**config.mk**
```make
export PLATFORM = sky130hd
export DESIGN_NAME = rat_int_ctrl
export DESIGN_NICKNAME = d
export VERILOG_FILES = /design/src/rtl/rat_int_ctrl.sv
export SDC_FILE = /design/constraint.sdc
export NUM_CORES = 1
export LEC_CHECK = 0
export ABC_AREA = 1
export BUFFER_PORTS_ARGS = -buffer_cell sky130_fd_sc_hd__buf_2
export CAP_MARGIN = 40
export CELL_PAD_IN_SITES_DETAIL_PLACEMENT = 1
export CELL_PAD_IN_SITES_GLOBAL_PLACEMENT = 2
export CORE_MARGIN = 8
export CORE_UTILIZATION = 30
export CTS_CLUSTER_DIAMETER = 30
export DETAILED_ROUTE_END_ITERATION = 10
export PLACE_DENSITY_LB_ADDON = 0.1
export SLEW_MARGIN = 5
export SYNTH_ARGS = -nofsm -noshare
export SYNTH_HDL_FRONTEND = slang
export SYNTH_SLANG_ARGS = --single-unit
export TNS_END_PERCENT = 50
```
**constraint.sdc**
```tcl
create_clock -name clk -period 1.6 [get_ports clk]
set_clock_uncertainty 0.1 [all_clocks]
set_input_delay 0.16 -clock clk [delete_from_list [all_inputs] [get_ports clk]]
set_output_delay 0.16 -clock clk [all_outputs]
set_load 0.01 [all_outputs]
```
**src/rtl/rat_int_ctrl.sv**
```systemverilog
// rat_int_ctrl -- interrupt controller for the RAT MCU.
//
// Captures rising edges on up to N_SRC asynchronous interrupt lines into
// per-source pending bits. It then picks the lowest-index pending, unmasked
// source and hands it to the control unit at an instruction boundary. It also
// sequences the C/Z flag shadow registers and owns the global interrupt-enable
// (I) flag.
//
// Ports:
//   clk          system clock, rising edge
//   RST          asynchronous active-high reset
//   INT_SRC      raw interrupt lines (asynchronous, rising-edge significant)
//   INT_MASK     per-source enable, 1 = enabled
//   I_SET        SEI executed (1-cycle pulse)
//   I_CLR        CLI executed (1-cycle pulse)
//   FETCH_BND    CU is at an instruction boundary this cycle
//   RETIE        RETIE executed (1-cycle pulse)
//   INT_TAKE     1-cycle pulse, CU enters its interrupt cycle
//   INT_VEC      ISR address, valid with INT_TAKE and held through the ISR
//   FLG_SHAD_LD  1-cycle pulse, shadow C/Z load current flags
//   FLG_RESTORE  1-cycle pulse, C/Z reload from shadows
//   I_FLAG       global interrupt enable
//   IN_ISR       high from the TAKE cycle through the RETIE cycle
//   PENDING      pending bits, for status/debug
module rat_int_ctrl #(
    parameter int         N_SRC    = 4,
    parameter logic [9:0] VEC_BASE = 10'h3F8
) (
    input  logic             clk,
    input  logic             RST,
    input  logic [N_SRC-1:0] INT_SRC,
    input  logic [N_SRC-1:0] INT_MASK,
    input  logic             I_SET,
    input  logic             I_CLR,
    input  logic             FETCH_BND,
    input  logic             RETIE,
    output logic             INT_TAKE,
    output logic [9:0]       INT_VEC,
    output logic             FLG_SHAD_LD,
    output logic             FLG_RESTORE,
    output logic             I_FLAG,
    output logic             IN_ISR,
    output logic [N_SRC-1:0] PENDING
);

    localparam int IDX_W = (N_SRC > 1) ? $clog2(N_SRC) : 1;

    typedef enum logic [1:0] {
        ST_IDLE = 2'd0,
        ST_TAKE = 2'd1,
        ST_ISR  = 2'd2
    } state_t;

    state_t state_reg, state_next;

    logic [N_SRC-1:0] sync1_reg, sync2_reg, dly_reg;
    logic [N_SRC-1:0] pending_reg, pending_next;
    logic [N_SRC-1:0] take_mask_reg;
    logic [N_SRC-1:0] rise, eligible, winner_onehot;
    logic [IDX_W-1:0] winner_idx;
    logic [9:0]       vec_reg;
    logic             i_flag_reg;
    logic             take_go;
    logic             retie_in_isr;
    logic             in_take;

    assign in_take = (state_reg == ST_TAKE);

    // Per-source capture: 2-FF synchronizer, edge-detect delay FF and the
    // pending bit. A fresh edge in the same cycle as the clear keeps the bit
    // set, so a re-trigger of the source being taken is not lost.
    generate
        for (genvar gi = 0; gi < N_SRC; gi++) begin : g_src
            always_ff @(posedge clk or posedge RST) begin
                if (RST) begin
                    sync1_reg[gi] <= 1'b0;
                    sync2_reg[gi] <= 1'b0;
                    dly_reg[gi]   <= 1'b0;
                end else begin
                    sync1_reg[gi] <= INT_SRC[gi];
                    sync2_reg[gi] <= sync1_reg[gi];
                    dly_reg[gi]   <= sync2_reg[gi];
                end
            end

            assign rise[gi]         = sync2_reg[gi] & ~dly_reg[gi];
            assign pending_next[gi] = rise[gi] |
                                      (pending_reg[gi] & ~(in_take & take_mask_reg[gi]));

            always_ff @(posedge clk or posedge RST) begin
                if (RST) begin
                    pending_reg[gi] <= 1'b0;
                end else begin
                    pending_reg[gi] <= pending_next[gi];
                end
            end
        end
    endgenerate

    // Fixed priority: lowest index wins. The one-hot form isolates the lowest
    // set bit and is kept to clear exactly that pending bit during TAKE.
    assign eligible      = pending_reg & INT_MASK;
    assign winner_onehot = eligible & (~eligible + N_SRC'(1));

    always_comb begin
        winner_idx = '0;
        for (int i = N_SRC - 1; i >= 0; i--) begin
            if (eligible[i]) begin
                winner_idx = IDX_W'(i);
            end
        end
    end

    assign take_go      = (state_reg == ST_IDLE) && i_flag_reg && (|eligible) && FETCH_BND;
    assign retie_in_isr = (state_reg == ST_ISR) && RETIE;

    // State register
    always_ff @(posedge clk or posedge RST) begin
        if (RST) begin
            state_reg <= ST_IDLE;
        end else begin
            state_reg <= state_next;
        end
    end

    // Next state and output decode
    always_comb begin
        state_next  = state_reg;
        INT_TAKE    = 1'b0;
        FLG_SHAD_LD = 1'b0;
        FLG_RESTORE = 1'b0;
        IN_ISR      = 1'b0;
        unique case (state_reg)
            ST_IDLE: begin
                if (take_go) begin
                    state_next = ST_TAKE;
                end
            end
            ST_TAKE: begin
                INT_TAKE    = 1'b1;
                FLG_SHAD_LD = 1'b1;
                IN_ISR      = 1'b1;
                state_next  = ST_ISR;
            end
            ST_ISR: begin
                IN_ISR = 1'b1;
                if (RETIE) begin
                    FLG_RESTORE = 1'b1;
                    state_next  = ST_IDLE;
                end
            end
            default: begin
                state_next = ST_IDLE;
            end
        endcase
    end

    // Winner latch: vector and clear mask are captured on the take decision
    // and held for the whole ISR.
    always_ff @(posedge clk or posedge RST) begin
        if (RST) begin
            vec_reg       <= '0;
            take_mask_reg <= '0;
        end else if (take_go) begin
            vec_reg       <= VEC_BASE + {{(10 - IDX_W){1'b0}}, winner_idx};
            take_mask_reg <= winner_onehot;
        end
    end

    // Global interrupt enable. TAKE forces it low regardless of SEI; outside
    // TAKE, CLI beats SEI and RETIE.
    always_ff @(posedge clk or posedge RST) begin
        if (RST) begin
            i_flag_reg <= 1'b0;
        end else if (in_take) begin
            i_flag_reg <= 1'b0;
        end else if (I_CLR) begin
            i_flag_reg <= 1'b0;
        end else if (I_SET || retie_in_isr) begin
            i_flag_reg <= 1'b1;
        end
    end

    assign INT_VEC = vec_reg;
    assign I_FLAG  = i_flag_reg;
    assign PENDING = pending_reg;

endmodule
```
* Word level (Yosys, flattened, before mapping) *
Index checks and enable logic that the tools add are counted.

operators by class
  reductions and logical operators = 10
  bitwise logic cells = 27
  add/subtract/negate cells = 2
  equal/unequal tests = 4
  muxes and demuxes = 14

operator list
  kind                 number
  $and 1x1->1          12
  $mux 2               6
  $and 4x4->4          2
  $not 1->1            8
  $mux 1               7
  $pmux 2 s3           1
  $add 4x3->5 const A  1
  $add 4x1->4 const B  1
  $logic_and 1x1->1    4
  $ne 2x2->1 const B   2
  $not 4->4            1
  $or 1x1->1           4
  $reduce_or 4->1      1
  $reduce_bool 3->1    1
  $eq 2x1->1 const B   1
  $eq 2x2->1 const B   1
  $logic_not 2->1      1
  $reduce_and 2->1     1
  $reduce_or 2->1      1
  $logic_or 1x1->1     1

word-level totals
  bits of input ports = 14
  output and inout bits = 19
  register bits after elaboration = 33
  logic and storage cells = 77

* Depth between registers and ports, before layout *
  depth after elaboration = 6
  gate-level depth with buffers = 9

* Worst setup path before layout *
Ideal clock, no wire load.

  path type = reg-to-reg
  from = register state_reg[0]
  to = register take_mask_reg[0]
  buffers on the path = 0
  slack = 0.205 ns
  data required time = 1.381 ns
  setup time = 0.119 ns
  cell stages (with the launch flop) = 9
  arrival = 1.176 ns
  cell sequence = dfrtp_1 -> inv_1 -> ha_1 -> nand2_2 -> nor2_8 -> nand2_4 -> nand2_4 -> nand2_4 -> o21a_1

on the way
  longest elaborated chain between the ends = 4

ends and longest elaborated chain
  what                            RTL line  text
  from (decl)                     54        state_t state_reg, state_next;
  from (signal assigned)          122       state_reg <= state_next;
  $logic_not 2->1                 114       assign take_go = (state_reg == ST_IDLE) && i_flag_reg && (|eligible) && FETCH_BND;
  $logic_and 1x1->1 (3 in a row)  114
  to (signal assigned)            166       take_mask_reg <= winner_onehot;
  to (decl)                       58        logic [N_SRC-1:0] take_mask_reg;

No other way between the ends.
A chain may end at the register's enable or synchronous reset.

* Worst setup path in the final report *
  from = register state_reg[1]
  to = output INT_TAKE

on the way
  longest elaborated chain between the ends = 2

ends and longest elaborated chain
  what        RTL line  text
  $eq 2x1->1  133       unique case (state_reg)
  $mux 1      133
  to (decl)   37        output logic INT_TAKE,

No other way between the ends.

==> flow_summary_export.csv <==
group,metric,value,unit
outcome,status,"completed",
setup_path,cp_slowest_cell,"dfrtp_1",
final_layout,layout_common_cells,"31 x buf_2, 26 x dfrtp_1, 16 x nand2_1, 13 x inv_1, 8 x dlygate4sd3_1",
detailed_routing,vias,779,
clocking,cts.path.max_buffers,2,
clocking,cts_tree,"yes",
yosys,ys_seq_area_frac,0.593,
setup_path,reg2reg_from,"state_reg[1]",
die,io_pins,33,
clocking,clkSlewWorstSetupHoldPaths,140,ps
clocking,cts-root-buf,"clkbuf_4",
setup_path,crit_start,"state_reg[1]",
final_layout,fillers,430,
timing,setup_violations,0,
die,die_y,76.5,um
clocking,cts_sinks,26,
place,gp_congestion,0.686,
die,num_rows,22,
yosys,synthCells,101,
setup_path,critical_path_arrival,1240,ps
grt,grt_max_degree,27,
detailed_routing,ant_nets,0,
grt,gr-total-overflow,0,
setup_path,cp.buffers_inverters,2,
timing,setup_ws,104,ps
clocking,clock_tree.htree_level_count,1,
grt,grt_pass1_vias,824,
grt,grt_antenna_before_repair,0,
yosys,synthesis.nets,119,
setup_path,worstPathRequired,1340,ps
final_layout,fin_nets,158,
detailed_routing,drc,0,
place,placedCellCount,174,
power,ir_drop,0.000577,V
setup_path,cp_top_family,"flip-flops",
yosys,avgSynthCellArea,10.9,sq um
die,initial_utilization,0.307,
timing,rsz0062_at_grt,"yes",
setup_path,worst-setup-path-type,"flip-flop to output pin",
detailed_routing,viasPerCell,4.17,
clocking,clk_latency,320,ps
setup_path,worstPathCellList,"inv_2, ha_2, buf_2",
clocking,numCtsBuffers,3,
setup_path,critPathLaunchType,"flip-flop",
yosys,synth.distinct_cells,18,
place,portBuffers,31,
yosys,netlist_area,1100,sq um
die,die_w,76.5,um
die,core_area,3580,sq um
grt,track_usage,0.0818,
grt,grt_pass1_wl,3910,um
detailed_routing,dr.pass1.iters,2,
place,pre_cts_ws,92.9,ps
timing,finalCritPeriodShare,0.935,
power,leakage,0.000733,uW
setup_path,slowest_delay,430,ps
place,post-dp-hpwl,1710,um
final_layout,area_growth,27.3,%
timing,fin_crit,1500,ps
power,p_per_area,1510,nW/um^2
final_layout,layout_commonest_cell,"buf_2",
detailed_routing,first_iter_violations,26,
setup_path,path_max_fanout,6,
timing,final_max_slew_viol_count,0,
job,maxCapViolCount,0,
yosys,yosysWarnings,0,
timing,fmax,668,MHz
detailed_routing,wl_per_cell,12.0,um
power,totalPowerFinal,2110,uW
final_layout,n_antenna_cell,0,
final_layout,drive_above_1_share,0.381,
setup_path,crit_path_end_kind,"output pin",
hold_path,hold_class,"input pin to flip-flop",
timing,setup-tns-final,0,ps
die,dieArea,5850,sq um
yosys,ys_seq_elements,26,
detailed_routing,wirelength,2240,um
final_layout,fin_util,0.390,
final_layout,fin_cells,187,
hold_path,hp-start,"RETIE",
timing,finalHoldViolations,0,
-- final timing paths --
check / slack (ps) / depth (start not counted) / end
max: 100 / 3 / INT_TAKE
min: 20 / 3 / I_FLAG
max reg2reg: 140 / 8 / take_mask_reg[0]
min reg2reg: 270 / 0 / sync2_reg[1]
max in group asynchronous: 820 / 4 / take_mask_reg[0]
min in group asynchronous: 330 / 4 / INT_VEC[0]
-- per-layer routing --
layer	share of wire	GRT usage
met2	0.49	0.140
met5	0	0
met4	0.016	0.0404
met3	0.058	0.0283
met1	0.44	0.0877
-- synthesized netlist by cell type --
cell type | n | area, sq um
a211oi_1 | 1 | 7.51
buf_4 | 8 | 60.1
conb_1 | 1 | 3.75
dfrtp_1 | 26 | 651
ha_1 | 4 | 50.1
inv_1 | 15 | 56.3
nand2_1 | 16 | 60.1
nand2_2 | 4 | 25.0
nand2_4 | 4 | 45.0
nand3_1 | 7 | 35.0
nand3_2 | 1 | 10.0
nor2_1 | 1 | 3.75
nor2_8 | 1 | 20.0
o21a_1 | 1 | 7.51
o21ai_0 | 7 | 35.0
o21ai_2 | 1 | 8.76
o22ai_1 | 2 | 12.5
or2_1 | 1 | 6.26
-- worst min-delay path: stages --
cell,delay (ps)
buf_2,110
nand2_1,80
a211oi_1,70
-- power by group --
part | total (uW) | leakage, uW | internal, uW | switching, uW
registers | 934 | 0.000302 | 824 | 110
logic | 849 | 0.000410 | 365 | 485
clock network | 327 | 0.0000210 | 139 | 188
total | 2110 | 0.000733 | 1330 | 783
-- timing repair --
item,4_1_cts,5_1_grt
hold endpoints to repair,31,1
hold buffers,7,1
pin swaps,0,0
setup endpoints to repair,2,6
resized for setup,1,3
setup buffers,0,1
-- per-stage QoR --
step           area [sq um]  hold slack [ps]
4_1_cts                1380             4.99
6_report               1400             23.6
5_1_grt                1400             23.0
3_5_place_dp           1270              142
3_3_place_gp           1270              129
2_1_floorplan          1100             91.4
-- kinds of logic after synthesis --
kind of cell / synth area share
fa+ha+maj: 0.0456
flops: 0.593
buf+inv: 0.106
other cells: 0.00342
simple gates: 0.187
compound gates: 0.0650
-- area by class of cell --
cell class	count	area (sq um)	share of cell area
sequential	26	651	0.466
clock buffer	4	36.3	0.0260
tap	48	60.1	0.0430
inverter	15	56.3	0.0403
timing repair buffer	42	258	0.185
multi-input combinational	52	335	0.240
(Power assumes the default switching activity.)
